[config.mk]
export PLATFORM = sky130hd
export DESIGN_NAME = mem_arbiter_flat
export DESIGN_NICKNAME = d
export VERILOG_FILES = /design/src/rtl/mem_arbiter_pkg.sv /design/src/rtl/mem_arbiter_if.sv /design/src/rtl/mem_arbiter_arb_prio.sv /design/src/rtl/mem_arbiter.sv /design/src/flat_wrapper.sv
export SDC_FILE = /design/constraint.sdc
export NUM_CORES = 1
export LEC_CHECK = 0
export CORE_MARGIN = 2
export CORE_UTILIZATION = 30
export DETAILED_ROUTE_END_ITERATION = 8
export GPL_TIMING_DRIVEN = 0
export PLACE_DENSITY = 0.58
export SLEW_MARGIN = 5
export SYNTH_ARGS = -nofsm -noshare
export SYNTH_HDL_FRONTEND = slang
export SYNTH_SLANG_ARGS = --single-unit
[constraint.sdc]
create_clock -name clk1 -period 2.17 [get_ports clk1]
set_input_delay 0.3255 -clock clk1 [delete_from_list [all_inputs] [get_ports clk1]]
set_output_delay 0.3255 -clock clk1 [all_outputs]
set_load 0.05 [all_outputs]
[src/rtl/mem_arbiter_pkg.sv]
// Shared types and width defaults for the fetch/data memory arbiter and the
// pipeline that feeds it.
package mem_arbiter_pkg;

    localparam int DEF_ADDR_W     = 10;
    localparam int DEF_DATA_W     = 32;
    localparam int DEF_STARVE_MAX = 3;

    typedef enum logic {
        IDLE = 1'b0,
        BUSY = 1'b1
    } state_t;

    typedef enum logic {
        OWN_IF = 1'b0,
        OWN_DM = 1'b1
    } owner_t;

endpackage

[src/rtl/mem_arbiter_if.sv]
// Bundle of fetch port, data port and shared-memory port signals.
// master = requesters plus memory (the environment); slave = the arbiter.
interface mem_arbiter_if #(
    parameter int ADDR_W = mem_arbiter_pkg::DEF_ADDR_W,
    parameter int DATA_W = mem_arbiter_pkg::DEF_DATA_W
) ();

    logic              if_req;
    logic [ADDR_W-1:0] if_addr;
    logic              if_gnt;
    logic              if_rvalid;
    logic [DATA_W-1:0] if_rdata;

    logic              dm_req;
    logic              dm_we;
    logic [ADDR_W-1:0] dm_addr;
    logic [DATA_W-1:0] dm_wdata;
    logic              dm_gnt;
    logic              dm_rvalid;
    logic [DATA_W-1:0] dm_rdata;

    logic              mem_req;
    logic              mem_we;
    logic [ADDR_W-1:0] mem_addr;
    logic [DATA_W-1:0] mem_wdata;
    logic              mem_ack;
    logic [DATA_W-1:0] mem_rdata;

    logic              busy;

    modport master (
        output if_req, if_addr,
        input  if_gnt, if_rvalid, if_rdata,
        output dm_req, dm_we, dm_addr, dm_wdata,
        input  dm_gnt, dm_rvalid, dm_rdata,
        input  mem_req, mem_we, mem_addr, mem_wdata,
        output mem_ack, mem_rdata,
        input  busy
    );

    modport slave (
        input  if_req, if_addr,
        output if_gnt, if_rvalid, if_rdata,
        input  dm_req, dm_we, dm_addr, dm_wdata,
        output dm_gnt, dm_rvalid, dm_rdata,
        output mem_req, mem_we, mem_addr, mem_wdata,
        input  mem_ack, mem_rdata,
        output busy
    );

endinterface

[src/rtl/mem_arbiter_arb_prio.sv]
// Winner select between fetch and data requests, with a starvation counter
// that hands the slot to fetch after STARVE_MAX back-to-back data grants.
module arb_prio
    import mem_arbiter_pkg::*;
#(
    parameter int STARVE_MAX = DEF_STARVE_MAX
) (
    input  logic clk1,
    input  logic rst_n,
    input  logic grant_en,
    input  logic if_req,
    input  logic dm_req,
    output logic if_gnt,
    output logic dm_gnt
);

    localparam int CNT_W = (STARVE_MAX > 0) ? $clog2(STARVE_MAX + 1) : 1;
    localparam logic [CNT_W-1:0] CNT_MAX = CNT_W'(STARVE_MAX);

    logic [CNT_W-1:0] starve_cnt_reg, starve_cnt_next;
    logic             fetch_turn;

    assign fetch_turn = if_req && (starve_cnt_reg == CNT_MAX);

    always_comb begin
        if_gnt = 1'b0;
        dm_gnt = 1'b0;
        if (grant_en) begin
            if (dm_req && !fetch_turn) begin
                dm_gnt = 1'b1;
            end else if (if_req) begin
                if_gnt = 1'b1;
            end
        end
    end

    // Count only data wins that actually made fetch wait.
    always_comb begin
        starve_cnt_next = starve_cnt_reg;
        if (!if_req || if_gnt) begin
            starve_cnt_next = '0;
        end else if (dm_gnt && starve_cnt_reg != CNT_MAX) begin
            starve_cnt_next = starve_cnt_reg + 1'b1;
        end
    end

    always_ff @(posedge clk1 or negedge rst_n) begin
        if (!rst_n) begin
            starve_cnt_reg <= '0;
        end else begin
            starve_cnt_reg <= starve_cnt_next;
        end
    end

endmodule

[src/rtl/mem_arbiter.sv]
// Two-port arbiter sharing one single-outstanding memory between instruction
// fetch and load/store, with registered request fields and response strobes.
module mem_arbiter
    import mem_arbiter_pkg::*;
#(
    parameter int ADDR_W     = DEF_ADDR_W,
    parameter int DATA_W     = DEF_DATA_W,
    parameter int STARVE_MAX = DEF_STARVE_MAX
) (
    input logic          clk1,
    input logic          rst_n,
    mem_arbiter_if.slave bus
);

    state_t            state_reg, state_next;
    owner_t            owner_reg;
    logic [ADDR_W-1:0] addr_reg;
    logic              we_reg;
    logic [DATA_W-1:0] wdata_reg;
    logic [DATA_W-1:0] if_rdata_reg, dm_rdata_reg;
    logic              if_rvalid_reg, dm_rvalid_reg;
    logic              if_gnt, dm_gnt, grant, grant_en, ack_done;

    assign grant_en = (state_reg == IDLE);
    assign grant    = if_gnt | dm_gnt;

    arb_prio #(
        .STARVE_MAX (STARVE_MAX)
    ) u_arb_prio (
        .clk1     (clk1),
        .rst_n    (rst_n),
        .grant_en (grant_en),
        .if_req   (bus.if_req),
        .dm_req   (bus.dm_req),
        .if_gnt   (if_gnt),
        .dm_gnt   (dm_gnt)
    );

    always_comb begin
        state_next = state_reg;
        ack_done   = 1'b0;
        case (state_reg)
            IDLE: begin
                if (grant) begin
                    state_next = BUSY;
                end
            end
            BUSY: begin
                if (bus.mem_ack) begin
                    state_next = IDLE;
                    ack_done   = 1'b1;
                end
            end
            default: state_next = IDLE;
        endcase
    end

    always_ff @(posedge clk1 or negedge rst_n) begin
        if (!rst_n) begin
            state_reg     <= IDLE;
            owner_reg     <= OWN_IF;
            addr_reg      <= '0;
            we_reg        <= 1'b0;
            wdata_reg     <= '0;
            if_rdata_reg  <= '0;
            dm_rdata_reg  <= '0;
            if_rvalid_reg <= 1'b0;
            dm_rvalid_reg <= 1'b0;
        end else begin
            state_reg     <= state_next;
            if_rvalid_reg <= ack_done && (owner_reg == OWN_IF);
            dm_rvalid_reg <= ack_done && (owner_reg == OWN_DM);
            if (grant) begin
                owner_reg <= dm_gnt ? OWN_DM : OWN_IF;
                addr_reg  <= dm_gnt ? bus.dm_addr : bus.if_addr;
                we_reg    <= dm_gnt & bus.dm_we;
                wdata_reg <= dm_gnt ? bus.dm_wdata : '0;
            end
            // Writes complete without touching the load data register.
            if (ack_done && !we_reg) begin
                if (owner_reg == OWN_IF) begin
                    if_rdata_reg <= bus.mem_rdata;
                end else begin
                    dm_rdata_reg <= bus.mem_rdata;
                end
            end
        end
    end

    assign bus.if_gnt    = if_gnt;
    assign bus.dm_gnt    = dm_gnt;
    assign bus.if_rvalid = if_rvalid_reg;
    assign bus.dm_rvalid = dm_rvalid_reg;
    assign bus.if_rdata  = if_rdata_reg;
    assign bus.dm_rdata  = dm_rdata_reg;
    assign bus.mem_req   = (state_reg == BUSY);
    assign bus.mem_we    = (state_reg == BUSY) & we_reg;
    assign bus.mem_addr  = addr_reg;
    assign bus.mem_wdata = wdata_reg;
    assign bus.busy      = (state_reg == BUSY);

endmodule

[src/flat_wrapper.sv]
// flat-port wrapper written by rule: the top's interface ports become plain ports
module mem_arbiter_flat import mem_arbiter_pkg::*;
#(
    parameter int ADDR_W     = DEF_ADDR_W,
    parameter int DATA_W     = DEF_DATA_W,
    parameter int STARVE_MAX = DEF_STARVE_MAX
)
  (clk1, rst_n, bus_if_req, bus_if_addr, bus_if_gnt, bus_if_rvalid, bus_if_rdata, bus_dm_req, bus_dm_we, bus_dm_addr, bus_dm_wdata, bus_dm_gnt, bus_dm_rvalid, bus_dm_rdata, bus_mem_req, bus_mem_we, bus_mem_addr, bus_mem_wdata, bus_mem_ack, bus_mem_rdata, bus_busy);
  mem_arbiter_if #(.ADDR_W(ADDR_W), .DATA_W(DATA_W)) bus_i ();
  input logic clk1;
  input logic rst_n;
  input wire logic [$bits(bus_i.if_req)-1:0] bus_if_req;
  input wire logic [$bits(bus_i.if_addr)-1:0] bus_if_addr;
  output wire logic [$bits(bus_i.if_gnt)-1:0] bus_if_gnt;
  output wire logic [$bits(bus_i.if_rvalid)-1:0] bus_if_rvalid;
  output wire logic [$bits(bus_i.if_rdata)-1:0] bus_if_rdata;
  input wire logic [$bits(bus_i.dm_req)-1:0] bus_dm_req;
  input wire logic [$bits(bus_i.dm_we)-1:0] bus_dm_we;
  input wire logic [$bits(bus_i.dm_addr)-1:0] bus_dm_addr;
  input wire logic [$bits(bus_i.dm_wdata)-1:0] bus_dm_wdata;
  output wire logic [$bits(bus_i.dm_gnt)-1:0] bus_dm_gnt;
  output wire logic [$bits(bus_i.dm_rvalid)-1:0] bus_dm_rvalid;
  output wire logic [$bits(bus_i.dm_rdata)-1:0] bus_dm_rdata;
  output wire logic [$bits(bus_i.mem_req)-1:0] bus_mem_req;
  output wire logic [$bits(bus_i.mem_we)-1:0] bus_mem_we;
  output wire logic [$bits(bus_i.mem_addr)-1:0] bus_mem_addr;
  output wire logic [$bits(bus_i.mem_wdata)-1:0] bus_mem_wdata;
  input wire logic [$bits(bus_i.mem_ack)-1:0] bus_mem_ack;
  input wire logic [$bits(bus_i.mem_rdata)-1:0] bus_mem_rdata;
  output wire logic [$bits(bus_i.busy)-1:0] bus_busy;
  assign bus_i.if_req = bus_if_req;
  assign bus_i.if_addr = bus_if_addr;
  assign bus_if_gnt = bus_i.if_gnt;
  assign bus_if_rvalid = bus_i.if_rvalid;
  assign bus_if_rdata = bus_i.if_rdata;
  assign bus_i.dm_req = bus_dm_req;
  assign bus_i.dm_we = bus_dm_we;
  assign bus_i.dm_addr = bus_dm_addr;
  assign bus_i.dm_wdata = bus_dm_wdata;
  assign bus_dm_gnt = bus_i.dm_gnt;
  assign bus_dm_rvalid = bus_i.dm_rvalid;
  assign bus_dm_rdata = bus_i.dm_rdata;
  assign bus_mem_req = bus_i.mem_req;
  assign bus_mem_we = bus_i.mem_we;
  assign bus_mem_addr = bus_i.mem_addr;
  assign bus_mem_wdata = bus_i.mem_wdata;
  assign bus_i.mem_ack = bus_mem_ack;
  assign bus_i.mem_rdata = bus_mem_rdata;
  assign bus_busy = bus_i.busy;
  mem_arbiter #(.ADDR_W(ADDR_W), .DATA_W(DATA_W), .STARVE_MAX(STARVE_MAX)) u_core (.clk1(clk1), .rst_n(rst_n), .bus(bus_i));
endmodule
==> results.env <==
SLEW_VIOL_FINAL=0
FINALCRITICALPERIOD_NS=2.07
WORST_EP_ARRIVAL_TIME_NS=1.74
TIMING.SLEW.HEADROOM_PCT=62.7
SYNTH.CELLS.MOST_FREQUENT='113 x sky130_fd_sc_hd__dfrtp_1, 80 x sky130_fd_sc_hd__mux2_2, 37 x sky130_fd_sc_hd__inv_1, 36 x sky130_fd_sc_hd__nand2_1, 33 x sky130_fd_sc_hd__mux2i_1'
SYNTH-SEQ-AREA-SHARE_PCT=61.0
CLK_SLEW_ON_WORST_S_H_PATHS_NS=0.05
WORST_HOLD_PATH_TYPE='input pin to async pin'
PLACE_HPWL_UM=8800
DRT_PASS1_ITERATIONS=4
FLOW.AREA_GROWTH_FROM_SYNTHESIS_PCT=65.0
SYNTHMUXAREASHARE_PCT=27.7
GRT_UTIL_ALL_LAYERS_PCT=15.1
GLOBAL_ROUTE_WIRE_LENGTH_BEFORE_REPAIR_UM=18900
CTS_BUFFER_DEPTH=2
NUMBER_OF_ANTENNA_DIODES=0
GLOBAL_ROUTE.PEAK_USAGE_LAYER='met2'
VIAS_IN_THE_FIRST_GLOBAL_ROUTE=3565
GLOBALROUTE.TOTALOVERFLOW=0
CTS_TREE='yes'
SYNTH_CELLS=337
CRIT_CHAIN='buf_6 -> nand2b_4 -> buf_6 -> buf_6 -> a21oi_4 -> buf_6'
CRITICAL-PATH-TOP-DELAY-FAMILY='buffers and inverters'
NUMBER_OF_BUFFERS_CREATED_BY_CTS=17
POST_DRT_VIA_CELL_RATIO=4.44
SYNTH_TOP_FAMILY_BY_AREA='multiplexers'
HTREEDEPTH=4
SYNTH_EDF_COUNT=0
IR_DROP_mV=0.524
INITIAL_ANTENNA_VIOLATION_COUNT=0
CTS_ROOT_BUFFER='sky130_fd_sc_hd__clkbuf_16'
SYNTH_AREA_UM2=4640
YOSYS.CELL_COUNT.TOP_TYPE='sky130_fd_sc_hd__dfrtp_1'
POSTSYNTHREGISTERBITS=113
TOTAL_LEAKAGE_POWER_nW=3.39
GRT_START_MAX_NET_PINS=70
DETAILEDROUTE.FIRSTITERATIONVIOLATIONS=76
FILLCELLCOUNT=1326
FP.COREAREA_UM2=15100
MET1_USAGE_PCT=18.6
TIMING_HOLD_VIOLATIONS_FINAL=0
ROUTED_WIRE_LENGTH_PER_INSTANCE_UM=15.6
SHARE_OF_POST_ROUTE_CELLS_WITH_DRIVE_STRENGTH_ABOVE_1_PCT=24.0
OUTCOME='complete, no violations'
BUFFERS_ON_PORTS=202
SYNTH_NETS=428
TIMING.CRITICAL_PATH.TO_TYPE='output pin'
SYNTH_TOP_CELL_AREA_SHARE_PCT=61.0
CRITICAL_PATH_PEAK_FANOUT=19
CRITPATHLAUNCHTYPE='flip-flop'
START_UTIL_PCT=30.6
SYN_AVG_CELL_AREA_UM2=13.8
POST_LAYOUT_NONFILLER_INSTANCES=764
DIE-HEIGHT_UM=128
DP.CELLS=728
YOSYS.AREA_SHARE.SIMPLE_PCT=3.91
CRITPATHMAXSTAGEDELAY_NS=0.42
DRC_ERRORS=0
COMBINED_BUFFER_AND_INVERTER_COUNT_ALONG_THE_CRITICAL_PATH=4
SYNTHFLOPTYPE='sky130_fd_sc_hd__dfrtp_1'
UNREPAIRED_SETUP_ENDPOINTS_AFTER_GLOBAL_ROUTING='false'
POWER.TOTAL_mW=11.9
POST-SYNTH-TOP-AREA-CELL='sky130_fd_sc_hd__dfrtp_1'
CRITPATHREQUIREDTIME_NS=1.84
TIMING_WORST_SLEW_PIN_VALUE_NS=0.557
ASYNC_RESET_FF_SHARE_PCT=100
PLACE_CONGESTION=0.702
TIMING.MAX_CAP.VIOLATIONS=0
SYNTH_XOR_XNOR_AREA_SHARE_PCT=0
DETAIL_ROUTE.WIRELENGTH_UM=11900
CRITICAL_PATH.MOST_COMMON_CELL='sky130_fd_sc_hd__buf_6'
DIE_WIDTH_UM=128
COMPOUND_CELL_AREA_SHARE_OF_THE_YOSYS_NETLIST_PCT=1.27
LAYOUT.NETS=654
STD_CELL_ROWS=45
CRITPATHKIND='flip-flop to output pin'
CLKLATENCYLATEPIN_NS=0.41
POWER-PER-CELL-AREA_nW_PER_UM2=1550
GRT_UTIL_MET3_PCT=7.51
GLOBAL_ROUTE.USAGE.MET2_PCT=23.1
SYNTH_CELL_TYPES=24
I_O_PINS=203
YOSYSWARNINGS=0
CLOCK_SINK_COUNT=113
MIN_PERIOD_OVER_PERIOD_PCT=95.4
MAX_FREQ_GHz=0.483
VIA_COUNT=3394
FINAL.SETUP.TNS_NS=0
ANT_NETS=0
FINALSETUPVIOLCOUNT=0
SYNTH-ADDER-AREA-SHARE_PCT=0.270
YOSYS-TOP-CELLS-AREA='sky130_fd_sc_hd__dfrtp_1 61%, sky130_fd_sc_hd__mux2_2 19%, sky130_fd_sc_hd__mux2i_1 7.1%'
CRITICAL_PATH.SLOWEST_CELL='sky130_fd_sc_hd__dfrtp_1'
DIEAREA_UM2=16500
FIN_WORST_SKEW_NS=0.00856
## stage by stage
step | area, um2 | worst slack [ns] | utilization (%) | hold slack, ns
finish | 7650 | 0.101 | 50.5 | 0.402
global route | 7650 | 0.0165 | 50.5 | 0.444
CTS | 7600 | 0.0206 | 50.2 | 0.416
detailed placement | 6930 | -0.708 | 45.7 | 0.289
global placement | 6900 | -3.79 | 45.5 | 0.469
floorplan | 4640 | 0.0552 | - | 0.0299
## what timing repair did
action                     CTS  global route
gates resized for setup     17             2
hold buffers                 1             0
hold endpoints to repair    44             0
buffers inserted             0             5
gates cloned                 0             0
setup endpoints to repair    3             2
## per-layer routing
layer  vias to the layer above  part of all wire (%)
met4                         0                  0.97
li1                       1584                     -
met1                      1660                    43
met3                         8                    10
met2                       142                    46
met5                         -                     0
## report_power, final
group,leakage (nW),switching (mW),internal (mW),total (mW)
Sequential,1.37,0.384,2.85,3.24
Combinational,1.69,3.44,2.00,5.45
Clock,0.326,0.962,2.22,3.18
Total,3.39,4.79,7.07,11.9
## cells by family (layout without fill, tap and decap cells)
kind of cell,Yosys count,count (layout)
multiplexers,117,117
flip-flops,113,113
buffers and inverters,56,295
AND/OR/NAND/NOR,42,42
AO/OA/AOI/OAI,8,8
adder cells (fa/ha/maj),1,1
## worst reg2reg max path: cells and delay by family (launching register included)
family / cells / cell delay (ns)
mux: 1 / 0.35
buf+inv: 3 / 0.57
compound gates: 1 / 0.26
fa+ha+maj: 1 / 0.23
flops: 1 / 0.39
## cells in the final DEF, fill, tap and decap left out
cell type	count
sky130_fd_sc_hd__clkinv_2	1
sky130_fd_sc_hd__dlygate4sd3_1	1
sky130_fd_sc_hd__dfrtp_1	113
sky130_fd_sc_hd__mux2_1	2
sky130_fd_sc_hd__a2111o_1	1
sky130_fd_sc_hd__clkbuf_16	17
sky130_fd_sc_hd__mux2i_1	33
sky130_fd_sc_hd__a211oi_1	1
sky130_fd_sc_hd__o2111ai_1	1
sky130_fd_sc_hd__mux2_2	80
sky130_fd_sc_hd__buf_6	6
sky130_fd_sc_hd__dlygate4sd2_1	1
sky130_fd_sc_hd__bufinv_16	6
sky130_fd_sc_hd__nor2_1	1
sky130_fd_sc_hd__clkinv_4	2
sky130_fd_sc_hd__nand2b_4	1
sky130_fd_sc_hd__ha_1	1
sky130_fd_sc_hd__buf_16	1
sky130_fd_sc_hd__buf_2	5
sky130_fd_sc_hd__clkdlybuf4s50_1	198
sky130_fd_sc_hd__a21o_1	1
sky130_fd_sc_hd__clkbuf_8	3
sky130_fd_sc_hd__buf_4	12
sky130_fd_sc_hd__and3_1	1
sky130_fd_sc_hd__a21oi_1	2
sky130_fd_sc_hd__nand2_1	36
sky130_fd_sc_hd__clkbuf_1	5
sky130_fd_sc_hd__inv_1	37
sky130_fd_sc_hd__o31a_1	1
sky130_fd_sc_hd__a21oi_4	1
sky130_fd_sc_hd__nand2b_1	1
sky130_fd_sc_hd__nor3_2	1
sky130_fd_sc_hd__mux2_4	2
sky130_fd_sc_hd__and2_1	1
## final cells by class
class	instances	area [um2]	share of cell area [%]
sequential	113	2830	37.0
timing repair buffer	209	2100	27.4
multi-input combinational	168	1550	20.2
clock buffer	23	468	6.12
tap	188	235	3.08
clock inverter	9	203	2.65
inverter	37	139	1.82
buffer	17	129	1.68
## path summary, 6_finish.rpt
check,from,endpoint,slack [ns],depth (start not counted)
max,u_core.bus.busy$_DFF_PN0_,bus_if_gnt,0.10,6
max in group asynchronous,rst_n,u_core.bus.mem_addr[7]$_DFFE_PN0P_,1.08,3
min,rst_n,u_core.bus.if_rdata[21]$_DFFE_PN0P_,0.40,2
max reg2reg,u_core.u_arb_prio.starve_cnt_reg[0]$_DFFE_PN0P_,u_core.bus.mem_addr[7]$_DFFE_PN0P_,0.24,6
min reg2reg,u_core.bus.if_rdata[3]$_DFFE_PN0P_,u_core.bus.if_rdata[3]$_DFFE_PN0P_,0.48,1
min in group clk1,bus_dm_wdata[16],u_core.bus.mem_wdata[16]$_DFFE_PN0P_,0.46,3
(Power assumes the default switching activity.)
